### config.mk
export PLATFORM = sky130hd
export DESIGN_NAME = uart_cmd_engine
export DESIGN_NICKNAME = d
export VERILOG_FILES = /design/src/rtl/uart_pkg.sv /design/src/rtl/uart_frame_timer.sv /design/src/rtl/uart_cmd_engine.sv
export SDC_FILE = /design/constraint.sdc
export NUM_CORES = 1
export LEC_CHECK = 0
export BUFFER_PORTS_ARGS = -buffer_cell sky130_fd_sc_hd__buf_2
export CAP_MARGIN = 20
export CELL_PAD_IN_SITES_DETAIL_PLACEMENT = 2
export CELL_PAD_IN_SITES_GLOBAL_PLACEMENT = 2
export CORE_ASPECT_RATIO = 0.6
export CORE_MARGIN = 8
export CORE_UTILIZATION = 32
export CTS_CLUSTER_SIZE = 24
export DETAILED_ROUTE_END_ITERATION = 8
export PLACE_DENSITY_LB_ADDON = 0.1
export SLEW_MARGIN = 15
export SYNTH_ARGS = -nofsm -noshare
export SYNTH_HDL_FRONTEND = slang
export SYNTH_SLANG_ARGS = --single-unit
export TNS_END_PERCENT = 10
### constraint.sdc
create_clock -name clk -period 1.7 [get_ports clk]
set_input_delay 0.255 -clock clk [delete_from_list [all_inputs] [get_ports clk]]
set_output_delay 0.255 -clock clk [all_outputs]
set_load 0.05 [all_outputs]
### src/rtl/uart_pkg.sv
// Shared definitions for the UART command path: state encoding, default widths
// and the result-byte-count helper. Honours the optional CHECKSUM_EN macro.
package uart_pkg;

    localparam int DEFAULT_N_BITS = 8;

`ifdef CHECKSUM_EN
    localparam int CHK_BYTES = 1;
    typedef enum logic [2:0] {
        IDLE, RX_A, RX_B, RX_OP, LATCH, TX_SEND, TX_WAIT, RX_CHK
    } state_t;
`else
    localparam int CHK_BYTES = 0;
    typedef enum logic [2:0] {
        IDLE, RX_A, RX_B, RX_OP, LATCH, TX_SEND, TX_WAIT
    } state_t;
`endif

    // Bytes sent back per frame: the result word plus an optional checksum byte.
    function automatic int res_bytes(input int data_bytes);
        return data_bytes + CHK_BYTES;
    endfunction

endpackage

### src/rtl/uart_frame_timer.sv
// Inter-byte timeout counter for UART frame parsers: counts while run is high,
// restarts on clear, and pulses expire on the cycle the count reaches LIMIT.
module uart_frame_timer #(
    parameter int LIMIT = 100000
) (
    input  logic clk,
    input  logic reset,
    input  logic run,
    input  logic clear,
    output logic expire
);

    localparam int CW = (LIMIT > 1) ? $clog2(LIMIT) : 1;

    logic [CW-1:0] cnt;

    // A clear in the expiry cycle wins, so a late byte still counts as on time.
    assign expire = (LIMIT != 0) && run && !clear && (cnt == CW'(LIMIT - 1));

    always_ff @(posedge clk or negedge reset) begin
        if (!reset) begin
            cnt <= '0;
        end else if (!run || clear || expire) begin
            cnt <= '0;
        end else begin
            cnt <= cnt + 1'b1;
        end
    end

endmodule

### src/rtl/uart_cmd_engine.sv
// Assembles A/B/OP from uart_rx, captures the ALU result and streams it to uart_tx.
// Optional CHECKSUM_EN adds an XOR check byte on receive and on transmit.
module uart_cmd_engine
    import uart_pkg::*;
#(
    parameter int N_BITS         = DEFAULT_N_BITS,
    parameter int DATA_BYTES     = 2,
    parameter int TIMEOUT_CYCLES = 100000
) (
    input  logic                         clk,
    input  logic                         reset,
    input  logic [N_BITS-1:0]            i_rx_data,
    input  logic                         i_rx_valid,
    output logic [N_BITS*DATA_BYTES-1:0] o_A,
    output logic [N_BITS*DATA_BYTES-1:0] o_B,
    output logic [N_BITS-1:0]            o_OP,
    input  logic [N_BITS*DATA_BYTES-1:0] i_res,
    output logic [N_BITS-1:0]            o_tx_data,
    output logic                         o_tx_start,
    input  logic                         i_tx_done,
    output logic                         o_busy,
    output logic                         o_frame_err,
    output logic                         o_overrun
);

    localparam int W         = N_BITS * DATA_BYTES;
    localparam int RES_BYTES = res_bytes(DATA_BYTES);
    localparam int IDX_W     = $clog2(RES_BYTES + 1);
    localparam logic [IDX_W-1:0] OPND_LAST = IDX_W'(DATA_BYTES - 1);
    localparam logic [IDX_W-1:0] RES_LAST  = IDX_W'(RES_BYTES - 1);

    state_t                      state, next_state;
    logic [IDX_W-1:0]            idx;
    logic [W-1:0]                a_shadow, b_shadow, a_ins, b_ins;
    logic [RES_BYTES*N_BITS-1:0] res_reg, res_full;
    logic [N_BITS-1:0]           tx_byte;
    logic                        timer_run, timeout, err_pulse, ovr_pulse;
`ifdef CHECKSUM_EN
    logic [N_BITS-1:0]           chk_acc, op_shadow, res_chk;
`endif

    uart_frame_timer #(.LIMIT(TIMEOUT_CYCLES)) u_timer (
        .clk    (clk),
        .reset  (reset),
        .run    (timer_run),
        .clear  (i_rx_valid),
        .expire (timeout)
    );

    always_ff @(posedge clk or negedge reset) begin
        if (!reset) state <= IDLE;
        else        state <= next_state;
    end

    always_comb begin
        next_state = state;
        err_pulse  = 1'b0;
        ovr_pulse  = 1'b0;
        timer_run  = 1'b0;
        case (state)
            IDLE:    if (i_rx_valid) next_state = (DATA_BYTES == 1) ? RX_B : RX_A;
            RX_A: begin
                timer_run = 1'b1;
                if (i_rx_valid && idx == OPND_LAST) next_state = RX_B;
            end
            RX_B: begin
                timer_run = 1'b1;
                if (i_rx_valid && idx == OPND_LAST) next_state = RX_OP;
            end
            RX_OP: begin
                timer_run = 1'b1;
`ifdef CHECKSUM_EN
                if (i_rx_valid) next_state = RX_CHK;
            end
            RX_CHK: begin
                timer_run = 1'b1;
                if (i_rx_valid) begin
                    if (chk_acc == i_rx_data) begin
                        next_state = LATCH;
                    end else begin
                        err_pulse  = 1'b1;
                        next_state = IDLE;
                    end
                end
`else
                if (i_rx_valid) next_state = LATCH;
`endif
            end
            LATCH: begin
                ovr_pulse  = i_rx_valid;
                next_state = TX_SEND;
            end
            TX_SEND: begin
                ovr_pulse  = i_rx_valid;
                next_state = TX_WAIT;
            end
            TX_WAIT: begin
                ovr_pulse = i_rx_valid;
                if (i_tx_done) next_state = (idx == RES_LAST) ? IDLE : TX_SEND;
            end
            default: next_state = IDLE;
        endcase
        // The timer never expires in a cycle that carries a byte.
        if (timeout) begin
            err_pulse  = 1'b1;
            next_state = IDLE;
        end
    end

    // Byte insertion, result packing and transmit byte selection.
    always_comb begin
        a_ins   = a_shadow;
        b_ins   = b_shadow;
        tx_byte = '0;
        for (int i = 0; i < DATA_BYTES; i++) begin
            if (idx == IDX_W'(i)) begin
                a_ins[i*N_BITS +: N_BITS] = i_rx_data;
                b_ins[i*N_BITS +: N_BITS] = i_rx_data;
            end
        end
        for (int i = 0; i < RES_BYTES; i++) begin
            if (idx == IDX_W'(i)) tx_byte = res_reg[i*N_BITS +: N_BITS];
        end
`ifdef CHECKSUM_EN
        res_chk = '0;
        for (int i = 0; i < DATA_BYTES; i++) res_chk = res_chk ^ i_res[i*N_BITS +: N_BITS];
        res_full = {res_chk, i_res};
`else
        res_full = i_res;
`endif
    end

    always_ff @(posedge clk or negedge reset) begin
        if (!reset) begin
            idx         <= '0;
            a_shadow    <= '0;
            b_shadow    <= '0;
            res_reg     <= '0;
            o_A         <= '0;
            o_B         <= '0;
            o_OP        <= '0;
            o_tx_data   <= '0;
            o_tx_start  <= 1'b0;
            o_busy      <= 1'b0;
            o_frame_err <= 1'b0;
            o_overrun   <= 1'b0;
`ifdef CHECKSUM_EN
            chk_acc     <= '0;
            op_shadow   <= '0;
`endif
        end else begin
            o_tx_start  <= 1'b0;
            o_frame_err <= err_pulse;
            o_overrun   <= ovr_pulse;
            o_busy      <= (next_state != IDLE);
            case (state)
                IDLE, RX_A: if (i_rx_valid) begin
                    a_shadow <= a_ins;
                    if (idx == OPND_LAST) begin
                        o_A <= a_ins;
                        idx <= '0;
                    end else begin
                        idx <= idx + 1'b1;
                    end
                end
                RX_B: if (i_rx_valid) begin
                    b_shadow <= b_ins;
                    if (idx == OPND_LAST) begin
                        o_B <= b_ins;
                        idx <= '0;
                    end else begin
                        idx <= idx + 1'b1;
                    end
                end
`ifdef CHECKSUM_EN
                RX_OP:   if (i_rx_valid) op_shadow <= i_rx_data;
                RX_CHK:  if (i_rx_valid && chk_acc == i_rx_data) o_OP <= op_shadow;
`else
                RX_OP:   if (i_rx_valid) o_OP <= i_rx_data;
`endif
                LATCH: begin
                    res_reg <= res_full;
                    idx     <= '0;
                end
                TX_SEND: begin
                    o_tx_data  <= tx_byte;
                    o_tx_start <= 1'b1;
                end
                TX_WAIT: if (i_tx_done) idx <= (idx == RES_LAST) ? '0 : idx + 1'b1;
                default: ;
            endcase
`ifdef CHECKSUM_EN
            if (i_rx_valid) begin
                if (state == IDLE) chk_acc <= i_rx_data;
                else if (state == RX_A || state == RX_B || state == RX_OP)
                    chk_acc <= chk_acc ^ i_rx_data;
            end
`endif
            if (timeout) idx <= '0;
        end
    end

endmodule

==> summary by stage <==
Run status
The flow ran to the end, and the final reports show no timing, DRC or antenna violations.

Synth
The share of Yosys cell area claimed by the top area cell type is 0.5974. The dominant synthesized flop cell is sky130_fd_sc_hd__dfrtp_1. Of all cell types, the one taking the most synthesized area is sky130_fd_sc_hd__dfrtp_1. The count of mapped cells out of synthesis is ~390. Of all flip-flops after synthesis, the portion carrying an async set or reset was 1.000.

The synthesized area per cell is ~12 um^2. Sorting the synthesized cells by area gives the leading types as sky130_fd_sc_hd__dfrtp_1 (60%), sky130_fd_sc_hd__mux2_2 (10%), sky130_fd_sc_hd__nand2_1 (4.4%). After synthesis, the netlist uses 39 different library cells. The synthesized design contains approximately 110 register bits. In this run, synthesis inferred 0 flip-flops with an integrated enable. The netlist area before placement is roughly 0.0044 mm^2.

Yosys printed 0 warnings. For this run, the register share of the synthesized area comes to 0.5974. The post-synth net total is 414.

Timing
The post-route minimum period is approximately 1.7 ns. The measured slew at the worst slew-check pin is 0.4749 ns. Of the available clock period, the critical path in the final layout requires 0.9857. The count of endpoints failing hold in the final timing report came to 0. Setup violations remaining at the end of the flow were counted as 0. The worst slew margin relative to its limit is 0.6807. The final-report max-slew violation count was 0. The fmax is between 500 and 600 MHz.

The worst setup skew after layout is just under 0.008 ns. Setup repair after global routing could not meet its margin everywhere. Hold timing on the final database bottoms out at a slack of approximately 0.14 ns.

Clock network
CTS saw 106 sinks. The CTS tree is yes. At the later pin of the worst-skew pair, clock insertion delay measures about 0.35 ns. The maximum count of clock buffers along a single path is 2. The number of buffers added by the clock tree synthesis step is 9. Clock-pin slew was measured on the worst setup and hold paths at 0.07 ns. The tree is rooted in a sky130_fd_sc_hd__clkbuf_16.

The number of H-tree branching levels is 3.

Drt
The final layout contains routed wiring with a total length of around 13,000 um. The violation count after the first detailed-routing iteration is 130. Across all layers, the routed design uses approximately 3,300 vias.

The residual antenna-violating net count after detailed routing is 0. Dividing the detail-routed via count by the number of cells gives about 4.9. The first TritonRoute pass finished after 4 iterations. After detailed routing, the number of remaining DRC violations is 0. In the final routed layout, each cell accounts on average for between 15 and 20 um.

Worst setup path
The startpoint type of the worst setup path is a flip-flop. In this design, the stage delay of the slowest critical-path cell is approximately 0.52 ns. The critical setup path kind is reg -> reg. The category of cells accounting for the largest share of critical-path delay is simple AND/OR/NAND/NOR gates.

Along the worst path, the maximum fanout reaches 8. The worst setup path is captured at a flip-flop. The highest-delay cell along the critical path is sky130_fd_sc_hd__or4_4.

The required time of the critical path is around 1.9 ns. Walking the worst path, the cells encountered are or2_1 -> or4_4 -> mux2_1. The number of buffers and inverters on the critical path is 0.

The arrival time at the worst endpoint is ~1.9 ns.

Global routing
The via count of the first global-routing pass is between 3,000 and 4,000. The initial antenna violation count was 0. The largest net degree at the start of global routing is 33. In the global route stage, overall resource usage came out at 0.1502. The global route total overflow is 0.

The first global-routing pass estimated about 21,000 um of wire.

Floorplan
The die covers about 0.018 mm^2. The total number of placement rows is 33. In this run the standard cell core region covers 0.01358 mm^2. The boundary pin count is 80. The height of the die is roughly 110 um. The effective utilization at floorplan is 0.3269.

The die is around 170 um wide.

Finish
Summing all multi-input logic gate instances after layout gives around 0.0017 mm^2. The leading cell type in the layout, fill and taps excluded is sky130_fd_sc_hd__dfrtp_1. The fill cell instance count of the final layout is between 1,000 and 1,500. Registers take ~0.0027 mm^2. In the final layout, the share of cells above drive strength 1 is 0.3832. The final design instance area without fill is 0.005648 mm^2.

Ranked by flip-flop count, first place goes to u_timer.cnt. Measured on the finished design, the core utilization comes to 0.4158. The library cells used most frequently in the layout, excluding fill and tap cells, are sky130_fd_sc_hd__dfrtp_1 (105), sky130_fd_sc_hd__buf_2 (78), sky130_fd_sc_hd__nand2_1 (51). For this run, the post-layout net count is 525. The register with the most flip-flops in the layout has 17 of them. The area growth from synthesis to layout is 27.19%. 0 antenna diodes ended up in the layout. The number of standard cells in the final layout excluding fillers is just under 700.

Power
The static power due to leakage is about 2.7 nW. The relative contribution of combinational cells to total power is 0.479. Of the total power, the share spent switching nets is 0.4515. The internal power of the cells is between 6 and 7 mW. Of the total power, registers draw 0.352.

The part of the total power dissipated in the clock network is 0.170. For this design the total switching power over the nets is around 5.3 mW. The total power after layout is between 10 and 15 mW.

The total power per unit cell area is between 2000 and 2500 mW/mm^2. Across the VDD grid, the largest voltage drop is ~0.9 mV.

Placed design
The final estimated routing congestion in global placement is 0.7676. The number of buffers inserted by port buffering is 79. The wire-length estimate of the detail-placed layout is 9484 um. The placed instance area is 0.005284 mm^2.

The placed cell count is between 600 and 700.

Worst hold path
The classification of the worst-slack hold path is in -> reg.

Job
The tool flagged a number of max-cap violations equal to 0.
## metrics by stage
| step | setup TNS (ns) | setup WS [ns] |
|---|---|---|
| floorplan | -0.09787 | -0.01413 |
| global placement | 0 | 0.06990 |
| detailed placement | -0.01203 | -0.01203 |
| CTS | 0 | 0.01038 |
| global route | -0.006080 | -0.006080 |
| finish | 0 | 0.02436 |
## power by group through the flow
stage	registers (mW)	clock network (mW)	logic (mW)
after floorplan	6.02	0	2.00
after global placement	4.12	0	5.48
after detailed placement	4.18	0	5.61
after CTS	4.16	2.07	5.71
after global routing	4.27	2.16	6.06
final	4.14	2.00	5.64
## Yosys cell counts, types with 4 or more instances
| cell type | count |
|---|---|
| sky130_fd_sc_hd__mux2_2 | 41 |
| sky130_fd_sc_hd__o21ai_0 | 19 |
| sky130_fd_sc_hd__a22oi_1 | 8 |
| sky130_fd_sc_hd__nand2_1 | 52 |
| sky130_fd_sc_hd__buf_2 | 5 |
| sky130_fd_sc_hd__and2_1 | 9 |
| sky130_fd_sc_hd__dfrtp_1 | 106 |
| sky130_fd_sc_hd__a21oi_1 | 31 |
| sky130_fd_sc_hd__buf_6 | 4 |
| sky130_fd_sc_hd__clkbuf_1 | 10 |
| sky130_fd_sc_hd__mux2_4 | 6 |
| sky130_fd_sc_hd__nor2_1 | 35 |
| sky130_fd_sc_hd__nand3_1 | 10 |
| sky130_fd_sc_hd__xor2_1 | 13 |
## worst paths after layout
kind | cells past startpoint | slack [ns] | to | start
worst max-delay path | 3 | 0.02 | b_shadow[1] | idx[0]
worst min-delay path | 2 | 0.14 | res_reg[9] | i_res[9]
worst max register to register | 3 | 0.02 | b_shadow[1] | idx[0]
worst min register to register | 2 | 0.48 | o_A[14] | o_A[14]
max in group asynchronous | 3 | 0.78 | a_shadow[7] | reset
min in group asynchronous | 2 | 0.37 | o_tx_data[3] | reset
## cells by family after synthesis
logic type	synth area share
AO/OA/AOI/OAI	0.07946
AND/OR/NAND/NOR	0.1336
XOR/XNOR	0.02959
multiplexers	0.1291
flip-flops	0.5974
adder cells (fa/ha/maj)	0.002817
buffers and inverters	0.02818
## timing repair
item,in CTS,in global routing
pin swaps,1,1
hold endpoints to repair,22,0
hold buffers,1,0
endpoints found under the setup margin,1,29
resized for setup,5,7
setup buffers,4,0
## cell type report
type,instances,share of cell area
timing repair buffer,119,0.1387
multi-input combinational,256,0.2995
tap,175,0.03877
clock inverter,5,0.007089
inverter,4,0.003101
sequential,106,0.4699
clock buffer,11,0.04298
## worst register-to-register path, stage by stage, from the launching register on
cell and delay, ns:
sky130_fd_sc_hd__dfrtp_2 0.45, sky130_fd_sc_hd__or2_1 0.26, sky130_fd_sc_hd__or4_4 0.52, sky130_fd_sc_hd__mux2_1 0.34
## per-layer routing
metal,share of wire,GRT usage
met3,0.043,0.04806
met1,0.51,0.2058
met2,0.44,0.2269
met5,0,0
met4,0.010,0.03678
(Power assumes the default switching activity.)
